[config.mk]
export PLATFORM = sky130hd
export DESIGN_NAME = dma_copy_master
export DESIGN_NICKNAME = d
export VERILOG_FILES = /design/src/rtl/dma_copy_master.sv
export SDC_FILE = /design/constraint.sdc
export NUM_CORES = 1
export LEC_CHECK = 0
export ABC_AREA = 0
export CORE_MARGIN = 4
export CORE_UTILIZATION = 55
export DETAILED_ROUTE_END_ITERATION = 8
export GPL_ROUTABILITY_DRIVEN = 0
export PLACE_DENSITY_LB_ADDON = 0.1
export SETUP_SLACK_MARGIN = 0.3
export SYNTH_ARGS = -nofsm -noshare
export SYNTH_HDL_FRONTEND = slang
export SYNTH_SLANG_ARGS = --single-unit
[constraint.sdc]
create_clock -name clk -period 8.5 [get_ports clk]
set_clock_uncertainty 0.1 [all_clocks]
set_input_delay 1.275 -clock clk [delete_from_list [all_inputs] [get_ports clk]]
set_output_delay 1.275 -clock clk [all_outputs]
set_load 0.01 [all_outputs]
[src/rtl/dma_copy_master.sv]
// dma_copy_master: single-channel memory-to-memory copy engine.
// Moves cfg_len elements as read-then-write pairs on the dmem port.
module dma_copy_master #(
  parameter int LENW = 16
) (
  input  logic            clk,
  input  logic            rst,
  input  logic            start,
  input  logic            abort,
  input  logic [31:0]     cfg_src,
  input  logic [31:0]     cfg_dst,
  input  logic [LENW-1:0] cfg_len,
  input  logic [1:0]      cfg_size,
  output logic            busy,
  output logic            done,
  output logic            err,
  output logic [LENW-1:0] remaining,
  output logic [31:0]     dmem_addr,
  output logic [1:0]      dmem_size,
  output logic            dmem_read_en,
  output logic            dmem_write_en,
  output logic [31:0]     dmem_write_data,
  input  logic [31:0]     dmem_read_data,
  input  logic            dmem_ready,
  input  logic            fault
);

  typedef enum logic [2:0] {
    S_IDLE, S_RD, S_RDW, S_WR, S_WRW, S_DONE
  } state_t;

  state_t      state;
  logic [31:0] src;
  logic [31:0] dst;
  logic [31:0] step;
  logic [31:0] rd_mask;
  logic        cfg_bad;
  logic        rd_acc;
  logic        wr_acc;

  assign rd_acc = dmem_read_en & dmem_ready;
  assign wr_acc = dmem_write_en & dmem_ready;
  assign step   = 32'd1 << dmem_size;

  always_comb begin
    cfg_bad = 1'b0;
    unique case (cfg_size)
      2'b00:   cfg_bad = 1'b0;
      2'b01:   cfg_bad = cfg_src[0] | cfg_dst[0];
      2'b10:   cfg_bad = (|cfg_src[1:0]) | (|cfg_dst[1:0]);
      default: cfg_bad = 1'b1;
    endcase
  end

  // keep sub-word data right-justified with clean upper bits
  always_comb begin
    rd_mask = 32'hFFFF_FFFF;
    unique case (dmem_size)
      2'b00:   rd_mask = 32'h0000_00FF;
      2'b01:   rd_mask = 32'h0000_FFFF;
      default: rd_mask = 32'hFFFF_FFFF;
    endcase
  end

  always_ff @(posedge clk) begin
    if (!rst) begin
      state           <= S_IDLE;
      busy            <= 1'b0;
      done            <= 1'b0;
      err             <= 1'b0;
      remaining       <= '0;
      dmem_addr       <= '0;
      dmem_size       <= '0;
      dmem_read_en    <= 1'b0;
      dmem_write_en   <= 1'b0;
      dmem_write_data <= '0;
      src             <= '0;
      dst             <= '0;
    end else begin
      done <= 1'b0;
      unique case (state)
        S_IDLE: begin
          if (start && !abort) begin
            if (cfg_bad) begin
              err <= 1'b1;
            end else begin
              err       <= 1'b0;
              src       <= cfg_src;
              dst       <= cfg_dst;
              remaining <= cfg_len;
              dmem_size <= cfg_size;
              if (cfg_len == '0) begin
                state <= S_DONE;
                done  <= 1'b1;
              end else begin
                state        <= S_RD;
                busy         <= 1'b1;
                dmem_read_en <= 1'b1;
                dmem_addr    <= cfg_src;
              end
            end
          end
        end
        S_RD: begin
          if (abort) begin
            state        <= S_IDLE;
            busy         <= 1'b0;
            dmem_read_en <= 1'b0;
          end else if (rd_acc) begin
            state        <= S_RDW;
            dmem_read_en <= 1'b0;
          end
        end
        S_RDW: begin
          dmem_write_data <= dmem_read_data & rd_mask;
          if (abort) begin
            state <= S_IDLE;
            busy  <= 1'b0;
          end else if (fault) begin
            err   <= 1'b1;
            state <= S_IDLE;
            busy  <= 1'b0;
          end else begin
            state         <= S_WR;
            dmem_write_en <= 1'b1;
            dmem_addr     <= dst;
          end
        end
        S_WR: begin
          // a write accepted alongside abort still advances
          if (wr_acc) begin
            src       <= src + step;
            dst       <= dst + step;
            remaining <= remaining - LENW'(1);
          end
          if (abort) begin
            state         <= S_IDLE;
            busy          <= 1'b0;
            dmem_write_en <= 1'b0;
          end else if (wr_acc) begin
            state         <= S_WRW;
            dmem_write_en <= 1'b0;
          end
        end
        S_WRW: begin
          if (abort) begin
            state <= S_IDLE;
            busy  <= 1'b0;
          end else if (fault) begin
            err   <= 1'b1;
            state <= S_IDLE;
            busy  <= 1'b0;
          end else if (remaining == '0) begin
            state <= S_DONE;
            busy  <= 1'b0;
            done  <= 1'b1;
          end else begin
            state        <= S_RD;
            dmem_read_en <= 1'b1;
            dmem_addr    <= src;
          end
        end
        S_DONE: state <= S_IDLE;
        default: begin
          state <= S_IDLE;
          busy  <= 1'b0;
        end
      endcase
    end
  end

endmodule

After elaboration in Yosys (flattened, before gate mapping)
Index checks and enable logic that the tools add are counted.
{ "classes": {"n_reduce_logical": 24, "mul": 0, "bitwise_logic": 7, "n_addsub": 3, "shifts": 1, "muxes": 69, "order_cmp": 0, "n_eq_ne": 24, "div": 0} }
{ "ops": {"columns": ["op", "n"], "rows": [
  ["32-bit 2-to-1 mux", 14],
  ["32-bit one-hot mux with 2 select lines", 3],
  ["32-bit one-hot mux with 3 select lines", 1],
  ["32-bit adder", 2],
  ["16-bit 2-to-1 mux", 3],
  ["32-bit bitwise AND", 1],
  ["16-bit zero test", 2],
  ["16-bit one-hot mux with 2 select lines", 1],
  ["1-bit by 2-bit << shifter with 32-bit output (first input constant)", 1],
  ["3-bit 2-to-1 mux", 10],
  ["1-bit 2-to-1 mux", 28],
  ["2-bit inequality test (second input constant)", 10],
  ["4-bit AND reduction", 4],
  ["16-bit by 1-bit subtractor with 16-bit output (second input constant)", 1],
  ["3-bit one-hot mux with 5 select lines", 1],
  ["3-bit inequality test (second input constant)", 3],
  ["9-bit AND reduction", 1],
  ["8-bit AND reduction", 1],
  ["2-bit OR reduction", 4],
  ["7-bit AND reduction", 1],
  ["3-bit by 2-bit == test with 1-bit output (second input constant)", 2],
  ["3-bit == test (second input constant)", 2],
  ["1-bit one-hot mux with 2 select lines", 3],
  ["1-bit one-hot mux with 3 select lines", 2],
  ["17 further kinds", 27]
]} }
{ "word_totals": {"mem_bits_rw": 0, "romBits": 0, "regBits": 154, "latchBits": 0, "input_bits": 120, "mem_count": 0} }

Logic depth before layout (Yosys ltp)
Gate-level depths: netlist of run 1.
{ "depth": {"depth_word": 6, "depth_mapped": 13} }

Least setup slack after synthesis of run 1
Ideal clock, no wire load.
{ "synth_path": {"path_kind": "register to register", "start": "reg dmem_size[1]", "end": "reg src[25]", "slack_ps": 5411, "t_required_ps": 8278, "t_arrival_ps": 2867, "setup_time_ps": 122, "path_stages_with_launch": 11, "synth_period_minus_slack_ps": 3089, "path_cell_list": "dfxtp_1 clkbuf_1 clkbuf_1 and2_1 ha_1 o2111a_2 nand3_2 or4_4 nor2_4 a21oi_1 a311o_1"} }
{ "synth_via": {"elab_chain_cells": 4} }
{ "synth_rtl": {"columns": ["element", "line_no", "source"], "rows": [
  ["start, declared", "19", "output logic [1:0] dmem_size,"],
  ["start signal, assigned", "91", "dmem_size <= cfg_size;"],
  ["1-bit by 2-bit << shifter with 32-bit output", "43", "assign step = 32'd1 << dmem_size;"],
  ["32-bit adder", "132", "src <= src + step;"],
  ["32-bit 2-to-1 mux", "131", "if (wr_acc) begin"],
  ["32-bit one-hot mux with 2 select lines", "81", "unique case (state)"],
  ["end signal, assigned", "88", "src <= cfg_src;"],
  ["end signal, assigned", "132", null],
  ["end, declared", "33", "logic [31:0] src;"]
]} }
No other way between the ends. The select of a mux whose other input is x is not followed.
A chain may end at the register's enable or synchronous reset.

Worst setup path after layout of run 1
{ "layout_path": {"start": "in abort", "end": "reg dmem_addr[11]"} }
{ "layout_via": {"elab_chain_cells": 4} }
{ "layout_rtl": {"columns": ["element", "line_no", "source"], "rows": [
  ["start, declared", "9", "input logic abort,"],
  ["1-bit zero test", "83", "if (start && !abort) begin"],
  ["1-bit logical AND", "83", null],
  ["2-bit inequality test (no line)", null, null],
  ["9-bit AND reduction (no line) (*)", null, null],
  ["end signal, assigned", "99", "dmem_addr <= cfg_src;"],
  ["end signal, assigned", "126", "dmem_addr <= dst;"],
  ["end signal, assigned", "160", "dmem_addr <= src;"],
  ["end, declared", "18", "output logic [31:0] dmem_addr,"]
]} }
Every way passes the cells marked *; elsewhere a longest branch is shown, timed or not.

==> metrics.md, run 1 <==
| Metric | Value |
|---|---|
| Tcrit/Tclk final | `50.7%` |
| Syn avg cell area | `7.70 um^2` |
| Dpl hpwl | `20300 um` |
| Cts hold-fix bufs | `0` |
| Worst path cell trace | `clkdlybuf4s50_1, nor4b_1, a22oi_1, nand3_1, o2111ai_2, buf_4, a21oi_2, o221a_2` |
| Fin crit period | `4.31 ns` |
| Average routed wire per standard cell | `20.1 um` |
| Die width | `134 um` |
| Mapped Cells | `1141` |
| Seq. cell area | `3080 um^2` |
| Hold path start | `dmem_write_data[11]` |
| Psw | `0.476 mW` |
| Slowest-stage cell, CP | `a21oi_2` |
| Vias in the first global route | `9062` |
| TritonCTS buffer count | `17` |
| Setup Buffers After CTS | `0` |
| Number of synthesized flops with an enable pin | `0` |
| Grt ovf | `0` |
| Top_reg_cell synth | `dfxtp_1` |
| Hold Crit Class | `reg2reg` |
| CTS tree | `yes` |
| Hold Fails Final Rpt | `0` |
| Setup_tns | `0 ns` |
| PwrDens | `161 nW/um^2` |
| Worst path bufs/invs | `2` |
| P_int | `1.37 mW` |
| Net switching share of the total power | `25.7%` |
| Cells on worst reg2reg path | `7` |
| Top Family by Delay on Critical Path | `compound AO/OA/AOI/OAI gates` |
| RR Startpoint | `state[1]` |
| WL final | `30300 um` |
| NumNets Final | `1413` |
| Worst Hold End | `dmem_write_data[11]` |
| R2r endpoint | `src[22]` |
| WP data required | `8.77 ns` |
| Total GRT Usage | `32.3%` |
| Initial antenna violation count | `0` |
| Area Growth Syn to Fin | `30.8%` |
| I/O Buffers | `206` |
| Root Driver | `clkbuf_16` |
| Yosys warning count | `0` |
| Die Footprint | `18100 um^2` |
| Worst EP arrival | `4.58 ns` |
| Worst Path Max Fanout | `33` |
| Drt drc | `0` |
| Crit end category | `flop` |
| Max_cap viols | `0` |
| Routed vias | `9962` |
| Clock Power Share | `44.7%` |
| Register area share after synthesis | `35.1%` |
| Register bit total from synthesis | `154` |
| Ant. Diodes | `0` |
| Routed vias/inst | `6.60` |
| RSZ-0062 raised after global routing | `no` |
| Fin. max-slew vios | `0` |
| Worst Setup Path Type | `in2reg` |
| Core box area | `15400 um^2` |
| Die Y | `134 um` |
| Maximum vdd drop | `0.139 mV` |
| Post-synthesis cell type count | `89` |
| Post-synth ARST share | `0%` |
| R2r setup slk | `4.37 ns` |
| Startpoint types | `input pin` |
| Remaining antenna violation count | `0` |
| CTS resizes | `0` |
| Outcome | `finished, final reports clean` |
| Worst hold slack | `0.350 ns` |
| Part of the power in combinational logic | `13.2%` |
| Drt pass-1 iters | `6` |
| Sequential fraction of design power | `42.1%` |
| First-pass GRT wire length | `47700 um` |
| Pleak | `4.15 nW` |
| H-tree depth | `4` |
| Starting DRC count in detailed routing | `1623` |
| Max incr delay on CP | `0.99 ns` |
| Fmax achieved | `0.232 GHz` |
| Layout cells sized above 1 | `9.09%` |
| Starting Density | `57.0%` |
| Worst-margin pin slew | `1.36 ns` |
| Reg clk slew, reported paths | `0.06 ns` |
| # IOs | `207` |
| Syn Nets | `1269` |
| Multi-input gate area | `5280 um^2` |
| CTS Buffer Depth | `2` |
| Layout fillers | `1279` |
| Skew-Pair Late Insertion Delay | `0.43 ns` |
| Clk sink count | `154` |
| Largest net degree at the start of global routing | `82` |
| Row Count | `45` |
| Synthesized area | `8790 um^2` |
| Relative slew slack | `9.46%` |
| Worst Hold Depth | `2` |
| # setup viols final | `0` |
kinds of logic (layout without fill, tap and decap cells):
logic type / count (synthesis) / after routing / synth area share, %
fa+ha+maj: 10 / 10 / 1.40
buf+inv: 111 / 268 / 5.17
mux: 10 / 10 / 1.15
flops: 154 / 154 / 35.1
compound gates: 397 / 397 / 31.5
simple gates: 455 / 455 / 25.3
xor+xnor: 4 / 4 / 0.399
layout by cell type (no fill, tap or decap), types with 22 or more instances in the layout:
cell,synthesis,layout
o21ai_0,93,93
and3_1,24,24
nor3_1,23,22
nand2_1,175,175
a21oi_1,93,92
clkdlybuf4s50_1,0,205
o221a_2,29,29
a22oi_1,47,47
nand3_1,57,57
nor2_1,83,82
dfxtp_1,154,154
worst register-to-register path, stage by stage, from the launching register on:
cell	delay, ns
dfxtp_1	0.67
and3b_2	0.26
buf_4	0.52
nand3_1	0.93
o21ai_4	0.25
buf_4	0.66
nand2_1	0.38
o221ai_1	0.27
cell type report:
cell class / instances / area share (%)
multi-input cells: 876 / 45.9
flip-flops and latches: 154 / 26.8
repair buffers: 223 / 19.0
clock buffers: 18 / 3.82
well taps: 211 / 2.30
clock inverters: 14 / 1.69
inverters: 13 / 0.425
cells in the mapped netlist, types with 4 or more instances:
| master | number | area share (%) |
|---|---|---|
| o221ai_1 | 7 | 0.70 |
| clkbuf_1 | 70 | 3.0 |
| a21oi_1 | 93 | 5.3 |
| o41ai_1 | 4 | 0.40 |
| inv_1 | 12 | 0.51 |
| a31oi_1 | 17 | 1.2 |
| nor2_1 | 83 | 3.5 |
| nand4_1 | 17 | 1.2 |
| nand2_1 | 175 | 7.5 |
| buf_1 | 8 | 0.34 |
| nand3_1 | 57 | 3.2 |
| or2_2 | 4 | 0.28 |
| o31ai_1 | 6 | 0.51 |
| and3_1 | 24 | 1.7 |
| dfxtp_1 | 154 | 35 |
| or3_1 | 8 | 0.57 |
| nor3_1 | 23 | 1.3 |
| a211o_1 | 6 | 0.60 |
| buf_2 | 18 | 1.0 |
| a41oi_1 | 5 | 0.50 |
| a22oi_1 | 47 | 4.0 |
| a211oi_1 | 6 | 0.51 |
| o221a_1 | 4 | 0.51 |
| and2_1 | 9 | 0.64 |
| o221a_2 | 29 | 3.7 |
| o211ai_1 | 12 | 1.0 |
| ha_1 | 8 | 1.1 |
| a311o_1 | 6 | 0.68 |
| nor4_1 | 16 | 1.1 |
| a32o_1 | 5 | 0.57 |
| o21ai_0 | 93 | 5.3 |
| o22ai_1 | 6 | 0.43 |
| a311oi_1 | 7 | 0.70 |
| a21o_1 | 6 | 0.51 |
| nor4b_1 | 4 | 0.40 |
| mux2i_1 | 9 | 1.0 |
state kept, by name (all words and copies together) (netlist names):
| register | count |
|---|---|
| dmem_size | 2 |
| remaining | 16 |
| dmem_read_en | 1 |
| done | 1 |
| src | 32 |
| state | 3 |
| dmem_write_en | 1 |
| err | 1 |
| dmem_write_data | 32 |
| dst | 32 |
| busy | 1 |
| dmem_addr | 32 |
per-layer routing:
| metal | part of all wire (%) | GRT usage [%] | routed length (um) | up-vias |
|---|---|---|---|---|
| met5 | 0 | 0 | 0 | - |
| met4 | 2.8 | 11.1 | 838 | 0 |
| met3 | 13 | 9.30 | 3970 | 80 |
| met2 | 45 | 50.1 | 13600 | 692 |
| met1 | 39 | 43.2 | 11900 | 4592 |
| li1 | - | - | - | 4598 |
metrics by stage:
stage                     util [%]  power, mW  std cells  area, um^2  setup WS (ns)
after global placement        70.4       1.03       1477       10900           3.94
after global routing          74.5       1.90       1509       11500           3.92
after CTS                     74.5       1.85       1509       11500           4.25
after floorplan                  -      0.902       1141        8790           5.41
after detailed placement      70.4       1.03       1477       10900           3.81
final                         74.5       1.85       1509       11500           4.19
worst max path at each step:
stage	depth (start not counted)	slack, ns	from	end
2_1_floorplan	10	5.41	dmem_size[1]	src[25]
3_3_place_gp	8	3.94	abort	dmem_addr[17]
3_5_place_dp	8	3.81	abort	dmem_addr[6]
4_1_cts	8	4.25	abort	dmem_addr[11]
5_1_grt	8	3.92	abort	dmem_addr[21]
6_report	8	4.19	abort	dmem_addr[11]
power groups by stage:
stage               combinational, mW  clock, mW  sequential [mW]
floorplan                       0.114          0            0.789
global placement                0.235          0            0.792
detailed placement              0.239          0            0.793
CTS                             0.241      0.832            0.778
global route                    0.262      0.857            0.782
finish                          0.245      0.826            0.779
No activity file was read; power rests on OpenSTA's default activity.
==> run 2, diff against run 1 <==
--- a/config.mk
+++ b/config.mk
@@ -7,7 +7,7 @@
 export LEC_CHECK = 0
 export ABC_AREA = 0
 export CORE_MARGIN = 4
-export CORE_UTILIZATION = 55
+export CORE_UTILIZATION = 46
 export DETAILED_ROUTE_END_ITERATION = 8
 export GPL_ROUTABILITY_DRIVEN = 0
 export PLACE_DENSITY_LB_ADDON = 0.1
==> constraint.sdc (replaced) <==
create_clock -name clk -period 3.9 [get_ports clk]
set_clock_uncertainty 0.1 [all_clocks]
set_input_delay 0.585 -clock clk [delete_from_list [all_inputs] [get_ports clk]]
set_output_delay 0.585 -clock clk [all_outputs]
set_load 0.01 [all_outputs]
==> metrics.md, run 2 (synthesis results as in run 1) <==
| Metric | Value |
|---|---|
| Worst Path Max Fanout | `15` |
| Startpoint types | `flop` |
| Pleak | `4.20 nW` |
| Worst Setup Path Type | `reg2reg` |
| Net switching share of the total power | `28.1%` |
| RR Startpoint | `dmem_size[0]` |
| Average routed wire per standard cell | `20.4 um` |
| Die Footprint | `21400 um^2` |
| P_int | `2.77 mW` |
| Remaining antenna violation count | `0` |
| WP data required | `4.12 ns` |
| Clock Power Share | `41.8%` |
| WL final | `31500 um` |
| Fin crit period | `3.19 ns` |
| CTS tree | `yes` |
| NumNets Final | `1427` |
| Routed vias/inst | `6.33` |
| Skew-Pair Late Insertion Delay | `0.43 ns` |
| Max_cap viols | `0` |
| Worst Setup SP | `dmem_size[0]` |
| Starting Density | `46.8%` |
| Max incr delay on CP | `0.72 ns` |
| PwrDens | `333 nW/um^2` |
| Slowest-stage cell, CP | `a311oi_4` |
| Tot Pwr | `3.85 mW` |
| Worst path bufs/invs | `1` |
| Tcrit/Tclk final | `81.8%` |
| Hold path start | `dmem_write_data[23]` |
| Outcome | `finished, final reports clean` |
| Relative slew slack | `25.9%` |
| Dpl hpwl | `21700 um` |
| Row Count | `50` |
| TritonCTS buffer count | `17` |
| Worst EP arrival | `3.41 ns` |
| Fmax achieved | `0.314 GHz` |
| Setup_tns | `0 ns` |
| Psw | `1.08 mW` |
| Dpl ws | `0.643 ns` |
| Worst path cell trace | `or2_2, inv_1, ha_1, maj3_2, a311oi_4, nor2_1, a311o_1, o311a_1` |
| Cells on worst reg2reg path | `8` |
| Fin area | `11600 um^2` |
| RSZ-0062 raised after global routing | `no` |
| Maximum vdd drop | `0.274 mV` |
| Setup Buffers After CTS | `0` |
| I/O Buffers | `206` |
| Initial antenna violation count | `0` |
| Hold Fails Final Rpt | `0` |
| Number of cells on the critical path | `8` |
| Area Growth Syn to Fin | `31.7%` |
| Placed cell count | `1514` |
| Drt pass-1 iters | `6` |
| Finished Layout Cells | `1546` |
| Total GRT Usage | `28.4%` |
| Worst-margin pin slew | `1.11 ns` |
| Die Y | `146 um` |
| Starting DRC count in detailed routing | `1198` |
| Core box area | `18800 um^2` |
| Sequential fraction of design power | `44.0%` |
| Post-route setup slack | `0.711 ns` |
| CTS resizes | `0` |
| Fin. max-slew vios | `0` |
| CTS Buffer Depth | `2` |
| Core Util, Final | `61.7%` |
| Die width | `146 um` |
| First-pass GRT wire length | `49600 um` |
| Routed vias | `9785` |
| Part of the power in combinational logic | `14.2%` |
| Hold Crit Class | `reg2reg` |
| # setup viols final | `0` |
| Ant. Diodes | `0` |
| Top Family by Delay on Critical Path | `compound AO/OA/AOI/OAI gates` |
| Worst Hold Depth | `2` |
| Drt drc | `0` |
| Worst hold slack | `0.349 ns` |
| Reg clk slew, reported paths | `0.07 ns` |
| Placed Area | `11000 um^2` |
| Largest net degree at the start of global routing | `85` |
| H-tree depth | `4` |
| Commonest cells after routing, fill and taps aside | `clkdlybuf4s50_1 (205), nand2_1 (175), dfxtp_1 (154), o21ai_0 (93), a21oi_1 (92)` |
| Cts hold-fix bufs | `0` |
| Crit end category | `flop` |
| Clk sink count | `154` |
| Grt ovf | `0` |
| Commonest non-fill, non-tap cell in the layout | `clkdlybuf4s50_1` |
| Layout cells sized above 1 | `10.1%` |
| Vias in the first global route | `9101` |
| Root Driver | `clkbuf_16` |
| # IOs | `207` |
[run 2: final cells by class]
class                   instances  area (um^2)
clock buffers                  18          439
clock inverters                14          126
fillers                      1685         7190
inverters                      13         48.8
multi-input cells             876         5280
flip-flops and latches        154         3080
well taps                     234          293
repair buffers                237         2300
[run 2: path summary, 6_finish.rpt]
| kind | end | slack, ns |
|---|---|---|
| worst max-delay path | dst[11] | 0.71 |
| worst min register to register | dmem_write_data[23] | 0.35 |
| worst min-delay path | dmem_write_data[23] | 0.35 |
| worst max register to register | dst[11] | 0.71 |
[run 2: power groups by stage]
stage,Sequential [mW],Clock (mW),Combinational (mW)
after CTS,1.69,1.64,0.540
after global placement,1.73,0,0.533
final,1.70,1.61,0.545
after global routing,1.70,1.70,0.587
after detailed placement,1.73,0,0.537
after floorplan,1.72,0,0.248
[run 2: routing by layer]
metal | up-vias | global-route usage [%] | share of wire (%)
met5 | - | 0 | 0
met4 | 0 | 11.4 | 3.6
met1 | 4531 | 38.7 | 42
met2 | 564 | 42.0 | 44
met3 | 69 | 8.57 | 11
li1 | 4621 | - | -
[run 2: worst register-to-register path: stages (launching register included)]
cell and delay (ns):
dfxtp_1 0.54, or2_2 0.29, inv_1 0.10, ha_1 0.24
maj3_2 0.35, a311oi_4 0.72, nor2_1 0.24, a311o_1 0.40
o311a_1 0.12
